$ cat config.mk
export PLATFORM = sky130hd
export DESIGN_NAME = pulse_train_gen
export DESIGN_NICKNAME = d
export VERILOG_FILES = /design/src/rtl/pulse_train_gen.sv
export SDC_FILE = /design/constraint.sdc
export NUM_CORES = 1
export LEC_CHECK = 0
export ABC_AREA = 1
export CAP_MARGIN = 40
export CORE_ASPECT_RATIO = 0.8
export CORE_MARGIN = 2
export CORE_UTILIZATION = 35
export DETAILED_ROUTE_END_ITERATION = 10
export GPL_ROUTABILITY_DRIVEN = 0
export PLACE_DENSITY = 0.63
export SLEW_MARGIN = 20
export SYNTH_ARGS = -nofsm -noshare
export SYNTH_HDL_FRONTEND = slang
export SYNTH_SLANG_ARGS = --single-unit
$ cat constraint.sdc
create_clock -name clk -period 3 [get_ports clk]
set_input_delay 0.3 -clock clk [delete_from_list [all_inputs] [get_ports clk]]
set_output_delay 0.3 -clock clk [all_outputs]
set_load 0.005 [all_outputs]
$ cat src/rtl/pulse_train_gen.sv
// One-cycle strobe generator with a saturating backlog of requests and a forced
// low gap of MIN_GAP cycles after every pulse. state_dbg reads 0 only when IDLE.
module pulse_train_gen #(
  parameter int MIN_GAP = 1,
  parameter int CNT_W   = 4
) (
  input  logic             clk,
  input  logic             reset,
  input  logic             req_in,
  input  logic             clear,
  output logic             pulse_out,
  output logic [CNT_W-1:0] pending,
  output logic             busy,
  output logic             overflow,
  output logic [1:0]       state_dbg
);

  typedef enum logic [1:0] {
    IDLE  = 2'd0,
    PULSE = 2'd1,
    GAP   = 2'd2
  } state_e;

  localparam logic [7:0]       GAP_LOAD = 8'(MIN_GAP - 1);
  localparam logic [CNT_W-1:0] PEND_MAX = '1;
  localparam logic [CNT_W-1:0] PEND_ONE = CNT_W'(1);

  state_e           state_q, state_d;
  logic [7:0]       gap_cnt_q, gap_cnt_d;
  logic [CNT_W-1:0] pend_q, pend_d;
  logic             ovf_q, ovf_d;
  logic             pulse_q, pulse_d;
  logic             req_eff;
  logic             gap_last;
  logic             launch;
  logic             from_backlog;

  // A clear cycle swallows the request sampled alongside it.
  assign req_eff  = req_in & ~clear;
  assign gap_last = (gap_cnt_q == 8'd0);

  always_ff @(posedge clk or negedge reset) begin
    if (!reset) begin
      state_q   <= IDLE;
      gap_cnt_q <= 8'd0;
      pend_q    <= '0;
      ovf_q     <= 1'b0;
      pulse_q   <= 1'b0;
    end else begin
      state_q   <= state_d;
      gap_cnt_q <= gap_cnt_d;
      pend_q    <= pend_d;
      ovf_q     <= ovf_d;
      pulse_q   <= pulse_d;
    end
  end

  always_comb begin
    state_d   = state_q;
    gap_cnt_d = gap_cnt_q;
    launch    = 1'b0;
    case (state_q)
      IDLE: begin
        if (req_eff) begin
          state_d = PULSE;
          launch  = 1'b1;
        end
      end
      PULSE: begin
        state_d   = GAP;
        gap_cnt_d = GAP_LOAD;
      end
      GAP: begin
        if (!gap_last) begin
          gap_cnt_d = gap_cnt_q - 8'd1;
        end else if (req_eff || ((|pend_q) && !clear)) begin
          state_d = PULSE;
          launch  = 1'b1;
        end else begin
          state_d = IDLE;
        end
      end
      default: state_d = IDLE;
    endcase
  end

  // A launch out of GAP consumes one queued request; a same-cycle new request
  // replaces it, so the count is left alone in that case.
  assign from_backlog = launch && (state_q == GAP);

  always_comb begin
    pend_d = pend_q;
    ovf_d  = ovf_q;
    if (clear) begin
      pend_d = '0;
      ovf_d  = 1'b0;
    end else if (from_backlog) begin
      if (!req_in) pend_d = pend_q - PEND_ONE;
    end else if (req_in && (state_q != IDLE)) begin
      if (pend_q == PEND_MAX) ovf_d = 1'b1;
      else                    pend_d = pend_q + PEND_ONE;
    end
  end

  always_comb begin
    pulse_d   = (state_d == PULSE);
    pulse_out = pulse_q;
    pending   = pend_q;
    overflow  = ovf_q;
    busy      = (state_q != IDLE) || (|pend_q);
    state_dbg = state_q;
  end

endmodule

=== Yosys cells after proc, flatten, opt, wreduce, memory -nomap -nowiden ===
Index checks and enable logic that the tools add are counted.

* Output and inout bits: 9
* Input bits: 4
* Bits in registers: 16
* Word-level logic and storage cells: 54

* Multiplexer cells: 19
* Bitwise logic cells: 2
* Reduce and logical (&&, ||, !) cells: 17
* Equal/unequal tests: 8
* Add/subtract/negate cells: 3

{| class="wikitable"
|+ Operators by type and width
! operator !! number
|-
| $mux 4 || 5
|-
| $pmux 8 s2 || 1
|-
| $logic_not 8->1 || 1
|-
| $mux 1 || 8
|-
| $mux 8 || 1
|-
| $reduce_bool 2->1 || 4
|-
| $sub 8x1->8 const B || 1
|-
| $ne 3x3->1 const B || 2
|-
| $pmux 2 s3 || 1
|-
| $reduce_and 3->1 || 2
|-
| $add 4x1->4 const B || 1
|-
| $eq 2x1->1 const B || 2
|-
| $eq 4x4->1 const B || 1
|-
| $mux 2 || 2
|-
| $ne 2x2->1 const B || 2
|-
| $reduce_or 4->1 || 1
|-
| $sub 4x1->4 const B || 1
|-
| $logic_and 1x1->1 || 3
|-
| $reduce_bool 3->1 || 1
|-
| $eq 2x2->1 const B || 1
|-
| $logic_not 2->1 || 1
|-
| $logic_or 1x1->1 || 2
|-
| $pmux 1 s2 || 1
|-
| $reduce_and 2->1 || 1
|-
| other kinds (3) || 3
|}

=== Logic depth before layout (Yosys ltp) ===
Gate-level depths: netlist (run 1).

* Depth in word-level cells: 9
* Depth in mapped cells: 16
* Depth with buffers taken out: 16

=== Worst setup path before layout (run 1) ===
OpenSTA, ideal clock, no wires.

* Kind: register to register
* Start: reg gap_cnt_q[0]
* End: reg pend_q[3] (netlist: pending[3])
* Setup time: 0.116 ns
* Required time: 2.884 ns
* Setup slack: 1.046 ns
* Period minus slack after synthesis: 1.954 ns
* Stages on the path, launching flop included: 16
* Arrival: 1.838 ns
* Path through: dfrtp_1 > inv_1 > ha_1 > nand2_2 > nor2_4 > nand3_4 > inv_1 > ha_1 > a21oi_1 > nand2_1 > nand2_1 > nand2_1 > nor2_1 > nor2_1 > nand2_1 > nand2_1

* Cells in the longest elaborated chain, start to end: 6
* Elaborated cells on any way between the ends: 10
* Those cells by class: eq/ne (2); mux (4); reduce/logical (4)

{| class="wikitable"
|+ RTL lines
! element !! line !! text
|-
| from (decl) || 29 || <nowiki>logic [7:0] gap_cnt_q, gap_cnt_d;</nowiki>
|-
| from (signal assigned) || 51 || <nowiki>gap_cnt_q <= gap_cnt_d;</nowiki>
|-
| $logic_not 8->1 (*) || 40 || <nowiki>assign gap_last = (gap_cnt_q == 8'd0);</nowiki>
|-
| $mux 1 (*) || 74 || <nowiki>if (!gap_last) begin</nowiki>
|-
| $pmux 1 s2 (*) || 62 || <nowiki>case (state_q)</nowiki>
|-
| $logic_and 1x1->1 (*) || 89 || <nowiki>assign from_backlog = launch && (state_q == GAP);</nowiki>
|-
| $ne 3x3->1 (no source line), or another cell as far along || - ||
|-
| $reduce_and 3->1 (no source line) or $mux 4 (tied branches) || - ||
|-
| to (signal assigned) || 52 || <nowiki>pend_q <= pend_d;</nowiki>
|-
| to (decl) || 30 || <nowiki>logic [CNT_W-1:0] pend_q, pend_d;</nowiki>
|}

Every way passes the cells marked *; elsewhere a longest branch is shown, timed or not.
A chain may end at the register's enable or synchronous reset.

=== Worst setup path after layout (run 1) ===
Ends and elaborated chain as after synthesis.

==> results of run 1 <==
worst paths after layout:
kind,endpoint,start,slack (ns),depth (start not counted)
setup / recovery,pending[3]$_DFFE_PN0P_,gap_cnt_q[0]$_DFFE_PN0P_,0.82,16
hold / removal,gap_cnt_q[3]$_DFFE_PN0P_,reset,0.44,1
setup reg to reg,pending[3]$_DFFE_PN0P_,gap_cnt_q[0]$_DFFE_PN0P_,0.82,16
hold reg to reg,overflow$_DFFE_PN0P_,overflow$_DFFE_PN0P_,0.52,2
max in group asynchronous,pending[0]$_DFFE_PN0P_,reset,2.12,1
min in group clk,overflow$_DFFE_PN0P_,overflow$_DFFE_PN0P_,0.52,2
metrics by stage:
| stage | setup WS [ns] | cell area, sq um |
|---|---|---|
| floorplan | 1.05 | 946 |
| global placement | 0.676 | 1110 |
| detailed placement | 0.608 | 1110 |
| CTS | 0.807 | 1130 |
| global route | 0.536 | 1130 |
| finish | 0.821 | 1130 |
per-layer routing:
| layer | share of wire | up-vias |
|---|---|---|
| met5 | 0 | - |
| met1 | 0.51 | 337 |
| met2 | 0.44 | 13 |
| met4 | 0.011 | 0 |
| met3 | 0.034 | 2 |
| li1 | - | 398 |
sequential cells by signal, indices dropped and copies added (netlist names):
| signal | cells |
|---|---|
| pulse_out | 1 |
| gap_cnt_q | 8 |
| pending | 4 |
| overflow | 1 |
| state_dbg | 2 |
logic make-up after synthesis:
group	count (synthesis)	share of synthesized area
AO/OA/AOI/OAI	13	0.0846
XOR/XNOR	3	0.0278
flip-flops	16	0.423
AND/OR/NAND/NOR	66	0.343
adder cells (fa/ha/maj)	5	0.0741
buffers and inverters	12	0.0476
area by class of cell:
| type | instances | area share |
|---|---|---|
| multi-input combinational | 87 | 0.442 |
| sequential | 16 | 0.353 |
| timing repair buffer | 12 | 0.106 |
| inverter | 12 | 0.0397 |
| tap | 36 | 0.0397 |
| clock buffer | 3 | 0.0199 |
worst max-delay path: cells and delay by family, from the launching register on:
| kind | cells | cell delay [ns] |
|---|---|---|
| DFF | 1 | 0.38 |
| buffers and inverters | 3 | 0.28 |
| AOI/OAI and AO/OA | 1 | 0.18 |
| and+or+nand+nor | 10 | 0.82 |
| adders and majority gates | 2 | 0.46 |
cells in the final DEF, fill, tap and decap left out:
master and instances:
a21oi_1 3, and3_1 1, clkbuf_4 3, clkdlybuf4s50_1 12, dfrtp_1 16, fa_1 1, ha_1 4, inv_1 11
inv_2 1, nand2_1 29, nand2_2 3, nand2_4 1, nand3_1 7, nand3_4 1, nand3b_1 4, nor2_1 15
nor2_2 2, nor2_4 2, nor3_1 1, o21ai_0 7, o21ai_1 1, o21bai_4 1, o22ai_1 1, xnor2_1 1
xor2_1 2
where the power goes:
| group | total [mW] | switching [mW] | leakage, nW | internal (mW) |
|---|---|---|---|---|
| combinational | 0.235 | 0.112 | 0.339 | 0.123 |
| clock | 0.108 | 0.0612 | 0.0138 | 0.0465 |
| sequential | 0.290 | 0.0466 | 0.218 | 0.243 |
==> impl_metrics.env, run 1 <==
export IMPL_status="completed"
export IMPL_clock_fmax_mhz=459
export IMPL_hold_buffers=0
export IMPL_utilization=0.453
export IMPL_cts_buffer_depth=2
export IMPL_root_buffer="clkbuf_4"
export IMPL_timing_critical_path_cells="inv_1, ha_1, nand2_2, nor2_4, nand3_4, inv_1, ha_1, a21oi_1, nand2_1, nand2_1, nand2_1, nand2_1, inv_1, nor2_1, nand2_1, nand2_1"
export IMPL_holdCritPathClass="in2async"
export IMPL_synth_area_leader_cell="dfrtp_1"
export IMPL_rsz0062_at_grt="false"
export IMPL_multi_input_comb_area_sq_um=500
export IMPL_grt_max_degree=17
export IMPL_wl_microns=1770
export IMPL_cap_violations=0
export IMPL_path_clk_slew_ns=0.09
export IMPL_use_met3=0.0336
export IMPL_path_class="reg2reg"
export IMPL_cts_setup_buffers=0
export IMPL_first_pass_iters=4
export IMPL_nNetsFinal=141
export IMPL_fp_coreArea_sq_um=2500
export IMPL_grt_pass1_vias=727
export IMPL_cts_resized=0
export IMPL_grt_use_total=0.132
export IMPL_ios=13
export IMPL_ys_seq_area_frac=0.423
export IMPL_clock_latency_ns=0.28
export IMPL_start_util=0.378
export IMPL_startpoint_type="register"
export IMPL_timing_hold_ws_ns=0.441
export IMPL_vias=750
export IMPL_netlist_area_sq_um=946
export IMPL_power_density_nw_per_um2=558
export IMPL_synth_most_common_cell="nand2_1"
export IMPL_die_width_microns=62.1
export IMPL_grt_busiest_layer="met2"
export IMPL_cts_buffers=3
export IMPL_synthCells=115
export IMPL_diodes=0
export IMPL_final_antenna_net_count=0
export IMPL_total_power_uw=632
export IMPL_cts_num_sinks=16
export IMPL_layout_worst_path_cycle_share=0.726
export IMPL_area_growth_synth_to_final_pct=19.8
export IMPL_maxSlewViolCount=0
export IMPL_dp_hpwl_microns=1440
export IMPL_synth_edf_count=0
export IMPL_netlist_area_leader_share=0.423
export IMPL_die_height_microns=50.5
export IMPL_yosys_top_cells_area="dfrtp_1 (42%), nand2_1 (12%), nor2_1 (6.0%)"
export IMPL_regArea_sq_um=400
export IMPL_grtUsageMet2=0.205
export IMPL_leakage_nw=0.571
export IMPL_drc_errors=0
export IMPL_via_per_inst=4.52
export IMPL_portBuffers=12
export IMPL_critPathArrivalTime_ns=2.40
export IMPL_ys_top_cells_by_count="nand2_1 (29), dfrtp_1 (16), nor2_1 (15), inv_1 (11)"
export IMPL_drt_initial_drc_count=15
export IMPL_avgSynthCellArea_sq_um=8.23
export IMPL_synth_flop_cell="dfrtp_1"
export IMPL_synth_fp_nets=124
export IMPL_rows=16
export IMPL_yosys_warnings=0
export IMPL_synth_seq_cells=16
export IMPL_crit_required_ns=3.22
export IMPL_slew_headroom=0.529
export IMPL_tritoncts="done"
export IMPL_grt_pass1_wl_microns=3260
export IMPL_async_reset_ff_frac=1.00
export IMPL_grt_antenna_before_repair=0
export IMPL_die_area_sq_um=3140
export IMPL_setup_viol=0
export IMPL_tightestPinTransition_ns=0.705
export IMPL_finalClockSkew_ns=0.00153
export IMPL_crit_fanout=7
export IMPL_wl_per_cell_microns=10.7
export IMPL_synthDistinctLibCells=23
export IMPL_cpMostUsedCell="nand2_1"
export IMPL_critPathSlowestCell="dfrtp_1"
export IMPL_grt_ovfl_total=0
export IMPL_hold_violations=0
export IMPL_peakVddDrop_v=0.000356
export IMPL_h_tree_depth=1
export IMPL_dp_cells=163
export IMPL_fin_tns_setup_ns=0
export IMPL_drive_gt1_frac=0.108
export IMPL_period_minus_slack_ns=2.18
export IMPL_end_kind="register"
export IMPL_cpPeakStageDelay_ns=0.38
export IMPL_met1_usage=0.184
export IMPL_final_cells=166
export IMPL_n_fill_cell=251
(Power assumes the default switching activity.)
==> inputs of run 2 (changes only) <==
==> constraint.sdc (replaced) <==
create_clock -name clk -period 2.1 [get_ports clk]
set_input_delay 0.21 -clock clk [delete_from_list [all_inputs] [get_ports clk]]
set_output_delay 0.21 -clock clk [all_outputs]
set_load 0.005 [all_outputs]
==> impl_metrics.env, run 2 (synthesis gave the netlist of run 1 again) <==
export IMPL_status="completed"
export IMPL_multi_input_comb_area_sq_um=534
export IMPL_slew_headroom=0.529
export IMPL_hold_buffers=0
export IMPL_setup_viol=0
export IMPL_path_class="reg2reg"
export IMPL_clock_fmax_mhz=488
export IMPL_cpPeakStageDelay_ns=0.44
export IMPL_drive_gt1_frac=0.221
export IMPL_final_common_cell="nand2_1"
export IMPL_grt_ovfl_total=0
export IMPL_vias=844
export IMPL_nNetsFinal=151
export IMPL_drc_errors=0
export IMPL_maxSlewViolCount=0
export IMPL_dp_hpwl_microns=1570
export IMPL_fin_tns_setup_ns=0
export IMPL_rr_endpoint="pending[3]$_DFFE_PN0P_"
export IMPL_reg2regPathDepth=14
export IMPL_largest_reg_flops=8
export IMPL_layout_common_cells="nand2_1 (29), dfrtp_1 (16), nor2_1 (14), clkdlybuf4s50_1 (12), buf_4 (10)"
export IMPL_hold_violations=0
export IMPL_utilization=0.498
export IMPL_peakVddDrop_v=0.000364
export IMPL_period_minus_slack_ns=2.05
export IMPL_final_antenna_net_count=0
export IMPL_diodes=0
export IMPL_critPathSlowestCell="dfrtp_1"
export IMPL_clock_latency_ns=0.29
export IMPL_top_register="gap_cnt_q"
export IMPL_grt_pass1_vias=808
export IMPL_root_buffer="clkbuf_4"
export IMPL_die_area_sq_um=3140
export IMPL_start_util=0.378
export IMPL_tritoncts="done"
export IMPL_crit_required_ns=2.27
export IMPL_met1_usage=0.197
export IMPL_holdCritPathClass="in2async"
export IMPL_n_fill_cell=231
export IMPL_first_pass_iters=5
export IMPL_grt_busiest_layer="met2"
export IMPL_grtUsageMet2=0.252
export IMPL_wl_microns=2110
export IMPL_layout_worst_path_cycle_share=0.976
export IMPL_cts_buffer_depth=2
export IMPL_h_tree_depth=1
export IMPL_cpMostUsedCell="nand2_1"
export IMPL_leakage_nw=0.620
export IMPL_end_kind="register"
export IMPL_cpLargestDelayFamily="simple AND/OR/NAND/NOR gates"
export IMPL_wl_per_cell_microns=12.0
export IMPL_cts_buffers=3
export IMPL_die_width_microns=62.1
export IMPL_timing_critical_path_cells="nor2_2, nand2_2, nor2_4, nand3_4, inv_4, ha_4, a21oi_4, nand2_1, nand2_1, nand2_1, nor2_1, nor2_1, nand2_1, nand2_1"
export IMPL_die_height_microns=50.5
export IMPL_fp_coreArea_sq_um=2500
export IMPL_worst_path_buf_inv=1
export IMPL_grt_max_degree=17
export IMPL_grt_antenna_before_repair=0
export IMPL_cts_num_sinks=16
export IMPL_ios=13
export IMPL_tightestPinTransition_ns=0.704
export IMPL_crit_fanout=4
export IMPL_via_per_inst=4.80
export IMPL_drt_initial_drc_count=33
export IMPL_area_growth_synth_to_final_pct=31.6
export IMPL_r2r_slack_ns=0.05
export IMPL_r2r_start="gap_cnt_q[5]$_DFFE_PN0P_"
export IMPL_grt_pass1_wl_microns=3700
export IMPL_portBuffers=12
export IMPL_use_met3=0.0493
export IMPL_finalClockSkew_ns=0.0155
export IMPL_cap_violations=0
export IMPL_path_clk_slew_ns=0.10
export IMPL_regArea_sq_um=400
export IMPL_rows=16
export IMPL_startpoint_type="register"
export IMPL_power_density_nw_per_um2=800
export IMPL_grt_use_total=0.151
export IMPL_critPathArrivalTime_ns=2.22
==> run 2: worst max path at each step <==
stage                                         from  cells past startpoint                endpoint  slack [ns]
after floorplan           gap_cnt_q[0]$_DFFE_PN0P_                     15  pending[3]$_DFFE_PN0P_        0.15
after CTS                 gap_cnt_q[0]$_DFFE_PN0P_                     15  pending[3]$_DFFE_PN0P_       0.003
after global routing      gap_cnt_q[5]$_DFFE_PN0P_                     14  pending[3]$_DFFE_PN0P_       -0.03
after global placement                       clear                     13  pending[3]$_DFFE_PN0P_        0.08
final                     gap_cnt_q[5]$_DFFE_PN0P_                     14  pending[3]$_DFFE_PN0P_        0.05
after detailed placement  gap_cnt_q[0]$_DFFE_PN0P_                     15  pending[3]$_DFFE_PN0P_       -0.06
==> run 2: layer usage <==
metal	vias to the layer above	share of wire
met2	31	0.48
met4	0	0.0081
met3	2	0.054
met5	-	0
met1	389	0.46
li1	422	-
==> run 2: what timing repair did <==
action | 4_1_cts | 5_1_grt
setup buffers | 0 | 3
endpoints found under the setup margin | 1 | 1
endpoints found under the hold margin | 0 | 0
resized for setup | 2 | 8
pin swaps | 0 | 1
==> run 2: power breakdown <==
group,leakage (nW),switching [mW],internal [mW]
clock,0.0138,0.0904,0.0665
combinational,0.387,0.228,0.234
sequential,0.218,0.0290,0.348
==> run 2: metrics by stage <==
step	area, sq um	power, mW	hold WS [ns]	instances	worst slack [ns]
after CTS	1200	0.984	0.376	173	0.00330
after global placement	1160	0.807	0.507	170	0.0823
final	1240	0.996	0.335	176	0.0500
after global routing	1240	1.07	0.405	176	-0.0339
after detailed placement	1160	0.809	0.506	170	-0.0560
after floorplan	946	0.585	-0.0856	115	0.146
==> run 2: layout make-up <==
cell class / instances / share of cell area
Sequential cell: 16 / 0.322
Inverter: 12 / 0.0382
Tap cell: 36 / 0.0362
Clock buffer: 3 / 0.0181
Timing Repair Buffer: 22 / 0.157
Multi-Input combinational cell: 87 / 0.429
==> run 2: worst reg2reg max path: stages, from the launching register on <==
cell and delay [ns]:
dfrtp_1 0.44, nor2_2 0.16, nand2_2 0.11, nor2_4 0.16, nand3_4 0.09, inv_4 0.08, ha_4 0.21, a21oi_4 0.13
nand2_1 0.06, nand2_1 0.06, nand2_1 0.09, nor2_1 0.14, nor2_1 0.06, nand2_1 0.08, nand2_1 0.06
==> inputs of run 3 (changes only) <==
--- a/config.mk
+++ b/config.mk
@@ -6,7 +6,6 @@
 export NUM_CORES = 1
 export LEC_CHECK = 0
 export ABC_AREA = 1
-export CAP_MARGIN = 40
 export CORE_ASPECT_RATIO = 0.8
 export CORE_MARGIN = 2
 export CORE_UTILIZATION = 35
==> results of run 3 <==
Final layout, timing and power as in run 2 (identical DEF).
